[config.mk]
export PLATFORM = sky130hd
export DESIGN_NAME = pll_spi_master_flat
export DESIGN_NICKNAME = d
export VERILOG_FILES = /design/src/rtl/pll_spi_master_if.sv /design/src/rtl/pll_spi_master.sv /design/src/flat_wrapper.sv
export SDC_FILE = /design/constraint.sdc
export NUM_CORES = 1
export LEC_CHECK = 0
export CAP_MARGIN = 10
export CORE_ASPECT_RATIO = 1.5
export CORE_MARGIN = 3
export CORE_UTILIZATION = 46
export DETAILED_ROUTE_END_ITERATION = 10
export PLACE_DENSITY = 0.76
export RECOVER_POWER = 25
export SYNTH_ARGS = -nofsm -noshare
export SYNTH_HDL_FRONTEND = slang
export SYNTH_SLANG_ARGS = --single-unit
[constraint.sdc]
create_clock -name clock -period 2 [get_ports clock]
set_clock_uncertainty 0.1 [all_clocks]
set_input_delay 0.2 -clock clock [delete_from_list [all_inputs] [get_ports clock]]
set_output_delay 0.2 -clock clock [all_outputs]
set_load 0.1 [all_outputs]
[src/rtl/pll_spi_master_if.sv]
// Command/response bus of the PLL SPI master: the requester uses the master
// modport, the SPI engine uses the slave modport.
interface pll_spi_master_if;
  logic        cmd_valid;
  logic        cmd_ready;
  logic        cmd_rw;
  logic [6:0]  cmd_addr;
  logic [31:0] cmd_wdata;
  logic        rsp_valid;
  logic [31:0] rsp_rdata;
  logic        busy;

  modport master (
    output cmd_valid, cmd_rw, cmd_addr, cmd_wdata,
    input  cmd_ready, rsp_valid, rsp_rdata, busy
  );

  modport slave (
    input  cmd_valid, cmd_rw, cmd_addr, cmd_wdata,
    output cmd_ready, rsp_valid, rsp_rdata, busy
  );
endinterface

[src/rtl/pll_spi_master.sv]
// SPI mode-0 master for PLL register access: one 40-bit frame per command
// ({rw, addr[6:0], data[31:0]}, MSB first) with a chip-select guard gap between frames.
module pll_spi_master #(
  parameter int unsigned CLK_DIV = 2,
  parameter int unsigned CS_IDLE = 4
) (
  input  logic            clock,
  input  logic            reset,
  pll_spi_master_if.slave bus,
  output logic            spi_sck,
  output logic            spi_cs_n,
  output logic            spi_mosi,
  input  logic            spi_miso
);

  localparam int unsigned FRAME_W = 40;
  localparam int unsigned DATA_W  = 32;
  localparam int unsigned CNT_W   = 8;
  localparam int unsigned BIT_W   = 6;

  localparam logic [CNT_W-1:0] HALF_LAST  = CNT_W'(CLK_DIV - 1);
  localparam logic [CNT_W-1:0] GUARD_LAST = CNT_W'(CS_IDLE - 1);
  localparam logic [BIT_W-1:0] BIT_LAST   = BIT_W'(FRAME_W);

  typedef enum logic [2:0] {
    IDLE,
    SETUP,
    SCK_HI,
    SCK_LO,
    HOLD,
    GUARD
  } state_t;

  state_t              state;
  logic [CNT_W-1:0]    tick_cnt;
  logic [BIT_W-1:0]    bit_cnt;
  logic [FRAME_W-1:0]  tx_sr;
  logic [DATA_W-1:0]   rx_sr;
  logic                rw_q;
  logic                half_done_c;

  assign half_done_c = (tick_cnt == HALF_LAST);

  // tick_cnt times both SCK half-periods and the CS guard gap
  always_ff @(posedge clock) begin
    if (reset) begin
      state         <= IDLE;
      tick_cnt      <= '0;
      bit_cnt       <= '0;
      tx_sr         <= '0;
      rx_sr         <= '0;
      rw_q          <= 1'b0;
      spi_sck       <= 1'b0;
      spi_cs_n      <= 1'b1;
      spi_mosi      <= 1'b0;
      bus.cmd_ready <= 1'b0;
      bus.busy      <= 1'b0;
      bus.rsp_valid <= 1'b0;
      bus.rsp_rdata <= '0;
    end else begin
      bus.rsp_valid <= 1'b0;
      case (state)
        IDLE: begin
          bus.cmd_ready <= 1'b1;
          bus.busy      <= 1'b0;
          if (bus.cmd_valid && bus.cmd_ready) begin
            state         <= SETUP;
            bus.cmd_ready <= 1'b0;
            bus.busy      <= 1'b1;
            spi_cs_n      <= 1'b0;
            spi_mosi      <= bus.cmd_rw;
            rw_q          <= bus.cmd_rw;
            tx_sr         <= {bus.cmd_rw, bus.cmd_addr,
                              (bus.cmd_rw ? {DATA_W{1'b0}} : bus.cmd_wdata)};
            tick_cnt      <= '0;
            bit_cnt       <= '0;
          end
        end

        SETUP: begin
          if (half_done_c) begin
            state    <= SCK_HI;
            spi_sck  <= 1'b1;
            rx_sr    <= {rx_sr[DATA_W-2:0], spi_miso};
            bit_cnt  <= bit_cnt + 1'b1;
            tick_cnt <= '0;
          end else begin
            tick_cnt <= tick_cnt + 1'b1;
          end
        end

        // MOSI advances on the falling SCK edge; zeros shift in behind the frame
        SCK_HI: begin
          if (half_done_c) begin
            state    <= SCK_LO;
            spi_sck  <= 1'b0;
            spi_mosi <= tx_sr[FRAME_W-2];
            tx_sr    <= {tx_sr[FRAME_W-2:0], 1'b0};
            tick_cnt <= '0;
          end else begin
            tick_cnt <= tick_cnt + 1'b1;
          end
        end

        SCK_LO: begin
          if (half_done_c) begin
            tick_cnt <= '0;
            if (bit_cnt == BIT_LAST) begin
              state    <= HOLD;
              spi_mosi <= 1'b0;
            end else begin
              state   <= SCK_HI;
              spi_sck <= 1'b1;
              rx_sr   <= {rx_sr[DATA_W-2:0], spi_miso};
              bit_cnt <= bit_cnt + 1'b1;
            end
          end else begin
            tick_cnt <= tick_cnt + 1'b1;
          end
        end

        HOLD: begin
          if (half_done_c) begin
            state         <= GUARD;
            spi_cs_n      <= 1'b1;
            bus.rsp_valid <= 1'b1;
            bus.rsp_rdata <= rw_q ? rx_sr : {DATA_W{1'b0}};
            tick_cnt      <= '0;
          end else begin
            tick_cnt <= tick_cnt + 1'b1;
          end
        end

        GUARD: begin
          if (tick_cnt == GUARD_LAST) begin
            state         <= IDLE;
            bus.cmd_ready <= 1'b1;
            bus.busy      <= 1'b0;
            tick_cnt      <= '0;
          end else begin
            tick_cnt <= tick_cnt + 1'b1;
          end
        end

        default: begin
          state <= IDLE;
        end
      endcase
    end
  end

endmodule

[src/flat_wrapper.sv]
// flat-port wrapper written by rule: the top's interface ports become plain ports
module pll_spi_master_flat 
#(
  parameter int unsigned CLK_DIV = 2,
  parameter int unsigned CS_IDLE = 4
)
  (clock, reset, spi_sck, spi_cs_n, spi_mosi, spi_miso, bus_cmd_valid, bus_cmd_rw, bus_cmd_addr, bus_cmd_wdata, bus_cmd_ready, bus_rsp_valid, bus_rsp_rdata, bus_busy);
  pll_spi_master_if bus_i ();
  input  logic clock;
  input  logic reset;
  output logic spi_sck;
  output logic spi_cs_n;
  output logic spi_mosi;
  input  logic spi_miso;
  input wire logic [$bits(bus_i.cmd_valid)-1:0] bus_cmd_valid;
  input wire logic [$bits(bus_i.cmd_rw)-1:0] bus_cmd_rw;
  input wire logic [$bits(bus_i.cmd_addr)-1:0] bus_cmd_addr;
  input wire logic [$bits(bus_i.cmd_wdata)-1:0] bus_cmd_wdata;
  output wire logic [$bits(bus_i.cmd_ready)-1:0] bus_cmd_ready;
  output wire logic [$bits(bus_i.rsp_valid)-1:0] bus_rsp_valid;
  output wire logic [$bits(bus_i.rsp_rdata)-1:0] bus_rsp_rdata;
  output wire logic [$bits(bus_i.busy)-1:0] bus_busy;
  assign bus_i.cmd_valid = bus_cmd_valid;
  assign bus_i.cmd_rw = bus_cmd_rw;
  assign bus_i.cmd_addr = bus_cmd_addr;
  assign bus_i.cmd_wdata = bus_cmd_wdata;
  assign bus_cmd_ready = bus_i.cmd_ready;
  assign bus_rsp_valid = bus_i.rsp_valid;
  assign bus_rsp_rdata = bus_i.rsp_rdata;
  assign bus_busy = bus_i.busy;
  pll_spi_master #(.CLK_DIV(CLK_DIV), .CS_IDLE(CS_IDLE)) u_core (.clock(clock), .reset(reset), .bus(bus_i), .spi_sck(spi_sck), .spi_cs_n(spi_cs_n), .spi_mosi(spi_mosi), .spi_miso(spi_miso));
endmodule
# ---- After elaboration in Yosys (flattened, before gate mapping)
# Cells that the tools add are included.
dict set report classes {
  addsub 2
  eq_ne 16
  mux 45
  bitwise_logic 1
  n_reduce_logical 23
}
# operator n
set op_table {}
lappend op_table {{32-bit 2-to-1 mux} 5}
lappend op_table {{39-bit 2-to-1 mux} 2}
lappend op_table {{39-bit one-hot mux with 2 select lines} 1}
lappend op_table {{32-bit one-hot mux with 2 select lines} 1}
lappend op_table {{6-bit 2-to-1 mux} 4}
lappend op_table {{8-bit 2-to-1 mux} 3}
lappend op_table {{8-bit one-hot mux with 3 select lines} 1}
lappend op_table {{3-bit 2-to-1 mux} 7}
lappend op_table {{3-bit one-hot mux with 6 select lines} 1}
lappend op_table {{6-bit one-hot mux with 3 select lines} 1}
lappend op_table {{5-bit AND reduction} 3}
lappend op_table {{1-bit 2-to-1 mux} 14}
lappend op_table {{2-bit by 1-bit != test with 1-bit output, second input constant} 7}
lappend op_table {{3-bit nonzero test} 4}
lappend op_table {{8-bit by 1-bit adder with 8-bit output, second input constant} 1}
lappend op_table {{8-bit by 1-bit == test with 1-bit output, second input constant} 1}
lappend op_table {{8-bit by 2-bit == test with 1-bit output, second input constant} 1}
lappend op_table {{2-bit AND reduction} 4}
lappend op_table {{2-bit nonzero test} 4}
lappend op_table {{6-bit by 1-bit adder with 6-bit output, second input constant} 1}
lappend op_table {{3-bit by 2-bit == test with 1-bit output, second input constant} 2}
lappend op_table {{3-bit == test, second input constant} 2}
lappend op_table {{6-bit == test, second input constant} 1}
lappend op_table {{1-bit one-hot mux with 2 select lines} 3}
lappend op_table {{other kinds (11)} 13}
dict set report word_totals {
  reg_bits 127
  input_bits 44
  out_inout_bits 38
  elab_cells 100
}

# ---- Depth between registers and ports, before layout
# Gate-level depths: netlist (run 1).
dict set report logic_depth {
  depth_word 4
  mapped_depth 8
}

# ---- Least setup slack after synthesis (run 1)
# No wires, ideal clock.
dict set report synth_path {
  path_type {register to register}
  from {reg u_core.bus.cmd_ready}
  to {reg u_core.tx_sr[1]}
  arrival_time_ns 2.025
  required_time_ns 1.767
  slack_ns -0.259
  path_stages_with_launch 7
  n_path_buf 2
  path_cell_list {dfxtp_1 and3b_1 a31o_2 and2_1 buf_2 buf_2 a311oi_1}
}
dict set report synth_via {
  elab_chain_len 3
}
# item line_no
set synth_rtl {}
lappend synth_rtl {{start: declaration} pll_spi_master_if.sv:20} ;# output cmd_ready, rsp_valid, rsp_rdata, busy
lappend synth_rtl {{start signal: assignment} pll_spi_master.sv:56} ;# bus.cmd_ready <= 1'b0;
lappend synth_rtl {{start signal: assignment} pll_spi_master.sv:64} ;# bus.cmd_ready <= 1'b1;
lappend synth_rtl {{start signal: assignment} pll_spi_master.sv:68} ;# bus.cmd_ready <= 1'b0;
lappend synth_rtl {{1-bit logical AND} pll_spi_master.sv:66} ;# if (bus.cmd_valid && bus.cmd_ready) begin
lappend synth_rtl {{2-bit by 1-bit != test with 1-bit output (no source line)} --}
lappend synth_rtl {{3-bit AND reduction (no source line)} --}
lappend synth_rtl {{end signal: assignment} pll_spi_master.sv:73} ;# tx_sr <= {bus.cmd_rw, bus.cmd_addr,
lappend synth_rtl {{end signal: assignment} pll_spi_master.sv:98} ;# tx_sr <= {tx_sr[FRAME_W-2:0], 1'b0};
lappend synth_rtl {{end: declaration} pll_spi_master.sv:37} ;# logic [FRAME_W-1:0] tx_sr;
# No other way between the ends.
# A chain may end at the register's enable or synchronous reset.

# ---- Worst setup path after layout (run 1)
dict set report layout_path {
  from {reg u_core.state[2]}
  to {reg u_core.bus.rsp_rdata[3]}
}
dict set report layout_via {
  elab_chain_len 2
}
# item line_no
set layout_rtl {}
lappend layout_rtl {{start: declaration} pll_spi_master.sv:34} ;# state_t state;
lappend layout_rtl {{start signal: assignment} pll_spi_master.sv:47} ;# state <= IDLE;
lappend layout_rtl {{start signal: assignment} pll_spi_master.sv:67} ;# state <= SETUP;
lappend layout_rtl {{start signal: assignment} pll_spi_master.sv:82} ;# state <= SCK_HI;
lappend layout_rtl {{3-bit == test} pll_spi_master.sv:62} ;# case (state)
lappend layout_rtl {{2-bit AND reduction (no source line)} --}
lappend layout_rtl {{end signal: assignment} pll_spi_master.sv:127} ;# bus.rsp_rdata <= rw_q ? rx_sr : {DATA_W{1'b0}};
lappend layout_rtl {{end: declaration} pll_spi_master_if.sv:20}
# No other way between the ends.

==> out/qor.txt, run 1 <==
Worst VDD drop = 0.676 mV
largest net degree at the start of global routing = 40
reg-to-reg endpoint = u_core.bus.rsp_rdata[3]
vias in the first global route = 4712
ys async rst share = 0
CP Class = reg -> reg
Netlist cell types = 58
pre-CTS WS = -115 ps
Static Leak = 2.49 nW
DRT iter0 DRCs = 322
slowest cell on the critical path = or3b_2
worst stage delay on the critical path = 550 ps
# diodes = 0
Worst Path Arrival = 2180 ps
Critical Path RT = 2250 ps
Setup crit start kind = flip-flop
# nets final = 733
DR vias = 5020
HPWL after DPL = 8.66 mm
row count = 48
die height = 140 um
critical path endpoint category = flip-flop
final hold slack = 91.4 ps
CP max FO = 16
Netlist Area Pre-Place = 0.00548 mm^2
CTS Buffer Depth = 2
die area = 0.0133 mm^2
routed wire length = 13.7 mm
crit-path cells = or3b_2, nor4b_4, buf_4, clkbuf_16, a22o_1
Clk Latency, worst-skew pair = 410 ps
setup TNS = 0 ps
dpl cells = 809
Post-DRT Antenna Nets = 0
drt pass-1 iters = 5
syn_area_per_cell = 9.06 um^2
flop2flop setup slack = 70 ps
initial antenna violation count = 0
Tot GR Track Use = 0.201
Placer Congestion = 0.883
Initial Utilization = 0.473
Boundary Pins = 82
first-pass GRT wire length = 21.8 mm
WHS Endpoint = u_core.state[1]
final setup margin = 67.0 ps
vias per std cell = 5.94
P&R area growth vs syn = 28.0%
r2r startpoint = u_core.state[2]
Max-slew headroom = 0.624
share of cells above drive strength 1 = 0.206
CTS tree = yes
# Max-Cap Violations = 0
sequential fraction of the synthesis area = 0.464
Setup Viol. Count Final = 0
H-tree level count = 4
PwrDens = 1090 mW/mm^2
Post-synth EDFFs = 0
number of CTS-inserted buffers = 17
root buf cell = clkbuf_16
cells after synthesis = 605
Die Wd = 95.1 um
final hold vios = 0
Non-Filler Instances = 845
Port Buf Inserts = 81
grt ovf = 0
hold path startpoint = reset
clock transition at the registers of the reported paths = 50 ps
Clock Sinks = 127
fmax = 0.517 GHz
Synthesis Warnings = 0
Hold/Removal Path Class = in -> reg
core area = 0.0116 mm^2
Final Cycle Share = 0.966
status = finished clean
per-cell routed wire length = 16.2 um
post-route minimum period = 1930 ps
DRC Markers = 0
CTS Hold Bufs = 0
R2R depth = 5
Seq cells post-synth = 127
Max Slew Vio Count = 0
predominant post-synthesis flop cell = dfxtp_1
Hold Path Cell Cnt = 2
measured slew at the worst slew-check pin = 563 ps
Syn Nets = 653
## cells in the final DEF, fill, tap and decap left out, drive strengths merged, types with 4 or more instances in the layout
cell | synthesis | final
clkdlybuf4s50 | 0 | 42
inv | 7 | 7
ha | 4 | 4
a21oi | 82 | 82
clkbuf | 32 | 63
a31oi | 4 | 4
nor2 | 8 | 8
nor3 | 8 | 8
nand2 | 60 | 60
dfxtp | 127 | 127
buf | 27 | 38
nand3b | 31 | 31
and2 | 6 | 6
nand3 | 44 | 44
nand4 | 5 | 5
xor2 | 4 | 4
a22o | 32 | 32
o21ai | 37 | 37
a311oi | 39 | 39
## cell families after synthesis
family                     count (synthesis)  share of synthesized area
buffers and inverters                     66                     0.0603
adders and majority gates                  4                    0.00913
AOI/OAI and AO/OA                        217                      0.267
and+or+nand+nor                          184                      0.188
DFF                                      127                      0.464
muxes                                      2                    0.00365
xor gates and xnor gates                   5                    0.00799
## power breakdown
group / internal [mW] / total (mW) / switching [mW]
sequential: 2.78 / 2.93 / 0.150
clock: 1.91 / 2.97 / 1.06
combinational: 0.733 / 1.76 / 1.03
## worst max-delay path by stage
stage,start,to,slack (ps),cells past startpoint
3_3_place_gp,bus_cmd_valid,u_core.tick_cnt[1],20,4
2_1_floorplan,u_core.tick_cnt[0],u_core.tx_sr[1],80,7
3_5_place_dp,bus_cmd_valid,u_core.tick_cnt[1],-110,4
4_1_cts,u_core.tick_cnt[7],u_core.rx_sr[12],40,5
5_1_grt,u_core.tick_cnt[3],u_core.rx_sr[12],-30,5
6_report,u_core.state[2],u_core.bus.rsp_rdata[3],70,5
## cell type report
cell class | instances | area (um^2)
clock buffers | 23 | 478
clock inverters | 6 | 85.1
fillers | 976 | 4580
inverters | 7 | 26.3
multi-input cells | 412 | 2630
flip-flops and latches | 127 | 2540
well taps | 150 | 188
repair buffers | 120 | 1060
## cells in the mapped netlist (2+ instances only)
cell type  instances  area [um^2]
and2_1             6         37.5
a22o_2            16          160
o21ai_0           37          185
xor2_1             4         35.0
nand3_1           44          220
a31o_2             2         17.5
ha_1               4         50.1
clkbuf_1          32          120
a22o_1            16          140
inv_1              7         26.3
nor2_1             7         26.3
a2111oi_0          2         17.5
nor3_1             8         40.0
a21oi_1           82          410
o31ai_1            3         22.5
or3_1              3         18.8
a41oi_1            2         17.5
buf_4              5         37.5
a31oi_1            3         18.8
nand2_1           59          221
dfxtp_1          127         2540
or2_2              3         18.8
nand3b_1          31          233
nor3b_1            2         15.0
mux2i_1            2         20.0
a211oi_1           2         15.0
a311oi_1          39          342
nor2b_1            2         12.5
buf_2             15         75.1
nand4_1            5         31.3
o211ai_1           3         22.5
buf_6              6         67.6
## repair_timing
item	4_1_cts	5_1_grt
gates resized for setup	0	9
gates cloned	0	2
setup endpoints to repair	17	59
pin swaps	0	3
setup buffers	2	3
endpoints found under the hold margin	0	0
## critical path: cells and delay by family, from the launching register on
family                 cells  cell delay [ps]
AND/OR/NAND/NOR            2              830
AO/OA/AOI/OAI              1              130
flip-flops                 1              460
buffers and inverters      2              350
## layer usage
| metal | global-route usage | share of wire | vias to the layer above |
|---|---|---|---|
| li1 | - | - | 2422 |
| met1 | 0.238 | 0.41 | 2389 |
| met2 | 0.341 | 0.52 | 180 |
| met3 | 0.0562 | 0.054 | 29 |
| met4 | 0.0730 | 0.019 | 0 |
| met5 | 0 | 0 | - |
## metrics by stage
step | total power, mW | area (um^2) | util
CTS | 7.63 | 7010 | 0.605
detailed placement | 4.64 | 6430 | 0.555
global placement | 4.58 | 6430 | 0.555
floorplan | 4.11 | 5480 | -
global route | 7.98 | 7010 | 0.605
finish | 7.66 | 7010 | 0.605
## state kept, by name (all words and copies together), names as in the netlist, 3 cells and up
register,flops
u_core.state,3
u_core.bus.rsp_rdata,32
u_core.bit_cnt,6
u_core.tx_sr,39
u_core.tick_cnt,8
u_core.rx_sr,32
Note: power is estimated with default switching activity, not from simulation.
==> inputs of run 2 (changes only) <==
ABC_AREA = 1   (was unset)
PLACE_DENSITY = 0.75   (was 0.76)
==> run 2 against run 1 <==
  * Register-to-register slack gained 120 ps
  * Clock power increased by 2%
  * Synthesized area increased by 10%
  * Non-clock buffer count decreased by 16
  * Maximum frequency grew 6.7%
  * Wire length is 0.94% lower
  * First-iteration DRC count down 6.2%
  * Sequential cell count stayed put
  * Combinational power rose by 110%
==> out/qor.txt, run 2 <==
status = finished clean
Max Slew Vio Count = 0
Clock Sinks = 127
Max-slew headroom = 0.580
Netlist cell types = 33
DRC Markers = 0
die height = 146 um
die area = 0.0145 mm^2
share of cells above drive strength 1 = 0.193
final hold vios = 0
first-pass GRT wire length = 23.7 mm
Post-DRT Antenna Nets = 0
commonest cells in the netlist = 209 x nand2_1, 127 x dfxtp_1, 117 x nand3_1, 113 x nor2_1, 48 x o21ai_0
GR Layer Usage met2 = 0.335
post-route minimum period = 1810 ps
Worst Path Arrival = 2030 ps
# diodes = 0
predominant post-synthesis flop cell = dfxtp_1
DR vias = 5446
Static Leak = 3.19 nW
Non-Filler Instances = 1063
Critical Path RT = 2220 ps
drt pass-1 iters = 5
H-tree level count = 4
Worst VDD drop = 0.856 mV
grt ovf = 0
final hold slack = 150 ps
Initial Utilization = 0.477
CP max FO = 19
Top delay family on crit path = simple AND/OR/NAND/NOR gates
most frequent cells in the layout = 209 x nand2_1, 126 x dfxtp_1, 117 x nand3_1
per-cell routed wire length = 12.8 um
setup TNS = 0 ps
row count = 50
Synthesis Warnings = 0
number of flip-flops under the largest register name = 39
core area = 0.0126 mm^2
# nets final = 942
Post-CTS Setup Repair Bufs = 0
Hold/Removal Path Class = in -> reg
PwrDens = 1350 mW/mm^2
Setup Viol. Count Final = 0
CP Class = reg -> reg
cell mode on critical path = nor2_1
Post-synth EDFFs = 0
Final Cycle Share = 0.906
total power = 9.89 mW
sequential fraction of the synthesis area = 0.422
top flop regs = u_core.tx_sr x39, u_core.bus.rsp_rdata x32, u_core.rx_sr x32
DRT iter0 DRCs = 302
top-count cell post-synth = nand2_1
GR Util met3 = 0.0478
vias per std cell = 5.12
Synth top area share = 0.422
Seq cells post-synth = 127
HPWL after DPL = 8.91 mm
measured slew at the worst slew-check pin = 629 ps
slowest cell on the critical path = dfxtp_1
Boundary Pins = 82
initial antenna violation count = 0
critical path endpoint category = flip-flop
syn_area_per_cell = 7.31 um^2
RSZ-0062 raised after global routing = no
CTS tree = yes
# Max-Cap Violations = 0
global routing met1 resource utilization = 0.239
CTS Buffer Depth = 2
CTS resizes = 0
clock transition at the registers of the reported paths = 70 ps
ys async rst share = 0
final core utilization = 0.581
Syn Nets = 872
vias in the first global route = 5145
routed wire length = 13.6 mm
fmax = 0.552 GHz
largest net degree at the start of global routing = 40
Setup crit start kind = flip-flop
cells after synthesis = 824
Port Buf Inserts = 81
CTS Hold Bufs = 0
Most Crowded Layer GR = met2
Worst Path Buf+Inv = 4
number of CTS-inserted buffers = 17
dpl cells = 1031
root buf cell = clkbuf_16
Most flops, register = u_core.tx_sr
Netlist Area Pre-Place = 0.00603 mm^2
commonest non-fill, non-tap cell in the layout = nand2_1
largest area contributor in the netlist = dfxtp_1
Tot GR Track Use = 0.196
Clk Latency, worst-skew pair = 420 ps
dominant cells by area after synthesis = dfxtp_1 42%, nand2_1 13%, nand3_1 9.7%, nor2_1 7.0%, nand3_2 5.1%
Placer Congestion = 0.803
crit-path cells = nand2_2, nor2_1, inv_1, nor2_2, inv_2, nand3_2, inv_1, buf_4, nor2_1, nor2_1
P&R area growth vs syn = 21.9%
Die Wd = 99.5 um
worst stage delay on the critical path = 560 ps
==> run 2: report_power, final <==
part | internal [mW] | switching, mW | leakage, nW
combinational | 1.22 | 2.41 | 1.87
clock | 1.67 | 1.35 | 0.286
sequential | 2.94 | 0.297 | 1.03
==> run 2: worst reg2reg max path: cells and delay by family (launching register included) <==
kind          cells  cell delay [ps]
simple gates      6              670
flops             1              560
buf+inv           4              380
==> run 2: area by class of cell <==
class                   count  area [um^2]
fillers                  1157         5290
multi-input cells         596         2970
flip-flops and latches    127         2540
repair buffers            104          863
clock buffers              17          425
well taps                 156          195
inverters                  48          180
clock inverters            15          168
==> run 2: path summary, 6_finish.rpt <==
kind         cells after the start                    start                       to  slack, ps
max reg2reg                     10          u_core.state[0]         u_core.rx_sr[13]        190
min reg2reg                      2  u_core.bus.rsp_rdata[7]  u_core.bus.rsp_rdata[7]        340
max                             10          u_core.state[0]         u_core.rx_sr[13]        190
min                              4                    reset       u_core.tick_cnt[3]        150
==> run 2: stage by stage <==
stage | setup WS [ps] | area (um^2)
3_3_place_gp | 175 | 6850
5_1_grt | 27.6 | 7350
6_report | 189 | 7350
2_1_floorplan | 252 | 6030
3_5_place_dp | 131 | 6850
4_1_cts | 171 | 7440
==> run 2: metal layers <==
layer,wire (um),up-vias
met3,609,17
met2,6790,134
met4,208,0
met1,5960,2490
met5,0,-
li1,-,2805
==> run 2: cells by family (layout without fill, tap and decap cells) <==
kind of cell,count (synthesis),count (layout),share of synthesized area
fa+ha+maj,4,4,0.00830
xor+xnor,5,5,0.00727
flops,127,127,0.422
compound gates,101,101,0.104
buf+inv,101,184,0.0864
simple gates,486,486,0.372
==> inputs of run 3 (changes only) <==
RECOVER_POWER = unset   (was 25)
==> run 3 against run 2 <==
  * Sequential cell count stayed put
  * Sequential power hardly changed
  * Die area stayed put
  * Worst setup slack worse by 3.5 ps
  * Worst hold slack better by 6.9 ps
  * Global-route usage stayed put
  * Clock-buffer cell count stayed put
  * Wire length is 0.18% lower
  * Non-clock buffer count stayed put
==> out/qor.txt, run 3 (synthesized netlist as in run 2, its figures left out) <==
critical path endpoint category = flip-flop
Initial Utilization = 0.477
Top delay family on crit path = simple AND/OR/NAND/NOR gates
first-pass GRT wire length = 23.7 mm
DRC Markers = 0
final hold slack = 157 ps
DR vias = 5426
Post-DRT Antenna Nets = 0
worst stage delay on the critical path = 560 ps
placed cell areas = 0.00685 mm^2
number of flip-flops under the largest register name = 39
clock transition at the registers of the reported paths = 70 ps
CTS tree = yes
cell mode on critical path = nor2_1
Clk Latency, worst-skew pair = 420 ps
measured slew at the worst slew-check pin = 629 ps
die area = 0.0145 mm^2
root buf cell = clkbuf_16
Worst VDD drop = 0.856 mV
flop2flop setup slack = 190 ps
GR Layer Usage met2 = 0.335
Critical Path RT = 2220 ps
# diodes = 0
final instance area = 0.00744 mm^2
per-cell routed wire length = 12.7 um
Port Buf Inserts = 81
die height = 146 um
most frequent cells in the layout = 209 x nand2_1, 126 x dfxtp_1, 117 x nand3_1
# Max-Cap Violations = 0
r2r startpoint = u_core.state[0]
Final Cycle Share = 0.907
CTS resizes = 0
routed wire length = 13.6 mm
final setup margin = 185 ps
Post-CTS Setup Repair Bufs = 0
vias per std cell = 5.10
fmax = 0.551 GHz
crit-path cells = nand2_2, nor2_1, inv_1, nor2_2, inv_2, nand3_2, inv_1, buf_4, nor2_1, nor2_1
initial antenna violation count = 0
vias in the first global route = 5145
Hold/Removal Path Class = in -> reg
Critical Path End = u_core.rx_sr[14]
CTS Hold Bufs = 0
R2R depth = 10
post-route minimum period = 1810 ps
GR Util met3 = 0.0478
P&R area growth vs syn = 23.5%
top flop regs = u_core.tx_sr x39, u_core.bus.rsp_rdata x32, u_core.rx_sr x32
setup TNS = 0 ps
Setup Viol. Count Final = 0
Clock Sinks = 127
Boundary Pins = 82
Die Wd = 99.5 um
slowest cell on the critical path = dfxtp_1
Worst Path Arrival = 2030 ps
H-tree level count = 4
drt pass-1 iters = 4
number of CTS-inserted buffers = 17
commonest non-fill, non-tap cell in the layout = nand2_1
RSZ-0062 raised after global routing = no
# nets final = 942
pre-CTS WS = 131 ps
core area = 0.0126 mm^2
CP Class = reg -> reg
worst setup path start = u_core.state[0]
Non-Filler Instances = 1063
PwrDens = 1330 mW/mm^2
CTS Buffer Depth = 2
DRT iter0 DRCs = 306
share of cells above drive strength 1 = 0.193
CP max FO = 19
final core utilization = 0.589
HPWL after DPL = 8.91 mm
Static Leak = 3.22 nW
largest net degree at the start of global routing = 40
Worst Path Buf+Inv = 4
Most Crowded Layer GR = met2
Max-slew headroom = 0.580
Most flops, register = u_core.tx_sr
Max Slew Vio Count = 0
Placer Congestion = 0.803
global routing met1 resource utilization = 0.239
Tot GR Track Use = 0.196
dpl cells = 1031
reg-to-reg endpoint = u_core.rx_sr[14]
status = finished clean
final hold vios = 0
grt ovf = 0
total power = 9.90 mW
row count = 50
WP depth = 10
Setup crit start kind = flip-flop
[run 3: area by class of cell]
cell class | instances | area [um^2]
flip-flops and latches | 127 | 2540
clock inverters | 15 | 168
clock buffers | 17 | 425
repair buffers | 104 | 958
multi-input cells | 596 | 2970
well taps | 156 | 195
fillers | 1143 | 5190
inverters | 48 | 180
[run 3: worst min path at each step]
stage                                   from                       end  slack (ps)  cells after the start
finish                                 reset        u_core.tick_cnt[3]         160                      4
global route                           reset        u_core.tick_cnt[7]         210                      4
CTS                                    reset        u_core.tick_cnt[7]         140                      4
global placement    u_core.bus.rsp_rdata[18]  u_core.bus.rsp_rdata[18]         330                      2
floorplan                           spi_miso           u_core.rx_sr[0]         260                      2
detailed placement  u_core.bus.rsp_rdata[17]  u_core.bus.rsp_rdata[17]         330                      2
[run 3: worst min-delay path, delay by kind of cell]
family | cells | cell delay [ps]
simple gates | 1 | 130
buf+inv | 3 | 300
[run 3: where the power goes]
part	internal (mW)	leakage [nW]	total (mW)	switching (mW)
Clock	1.67	0.286	3.01	1.34
Combinational	1.24	1.90	3.65	2.41
Sequential	2.94	1.03	3.24	0.298
Total	5.85	3.22	9.90	4.05
[run 3: per-layer routing]
layer  vias up  wire, um
met5         -         0
met4         0       174
met3        14       588
met2       131      6900
met1      2476      5890
li1       2805         -
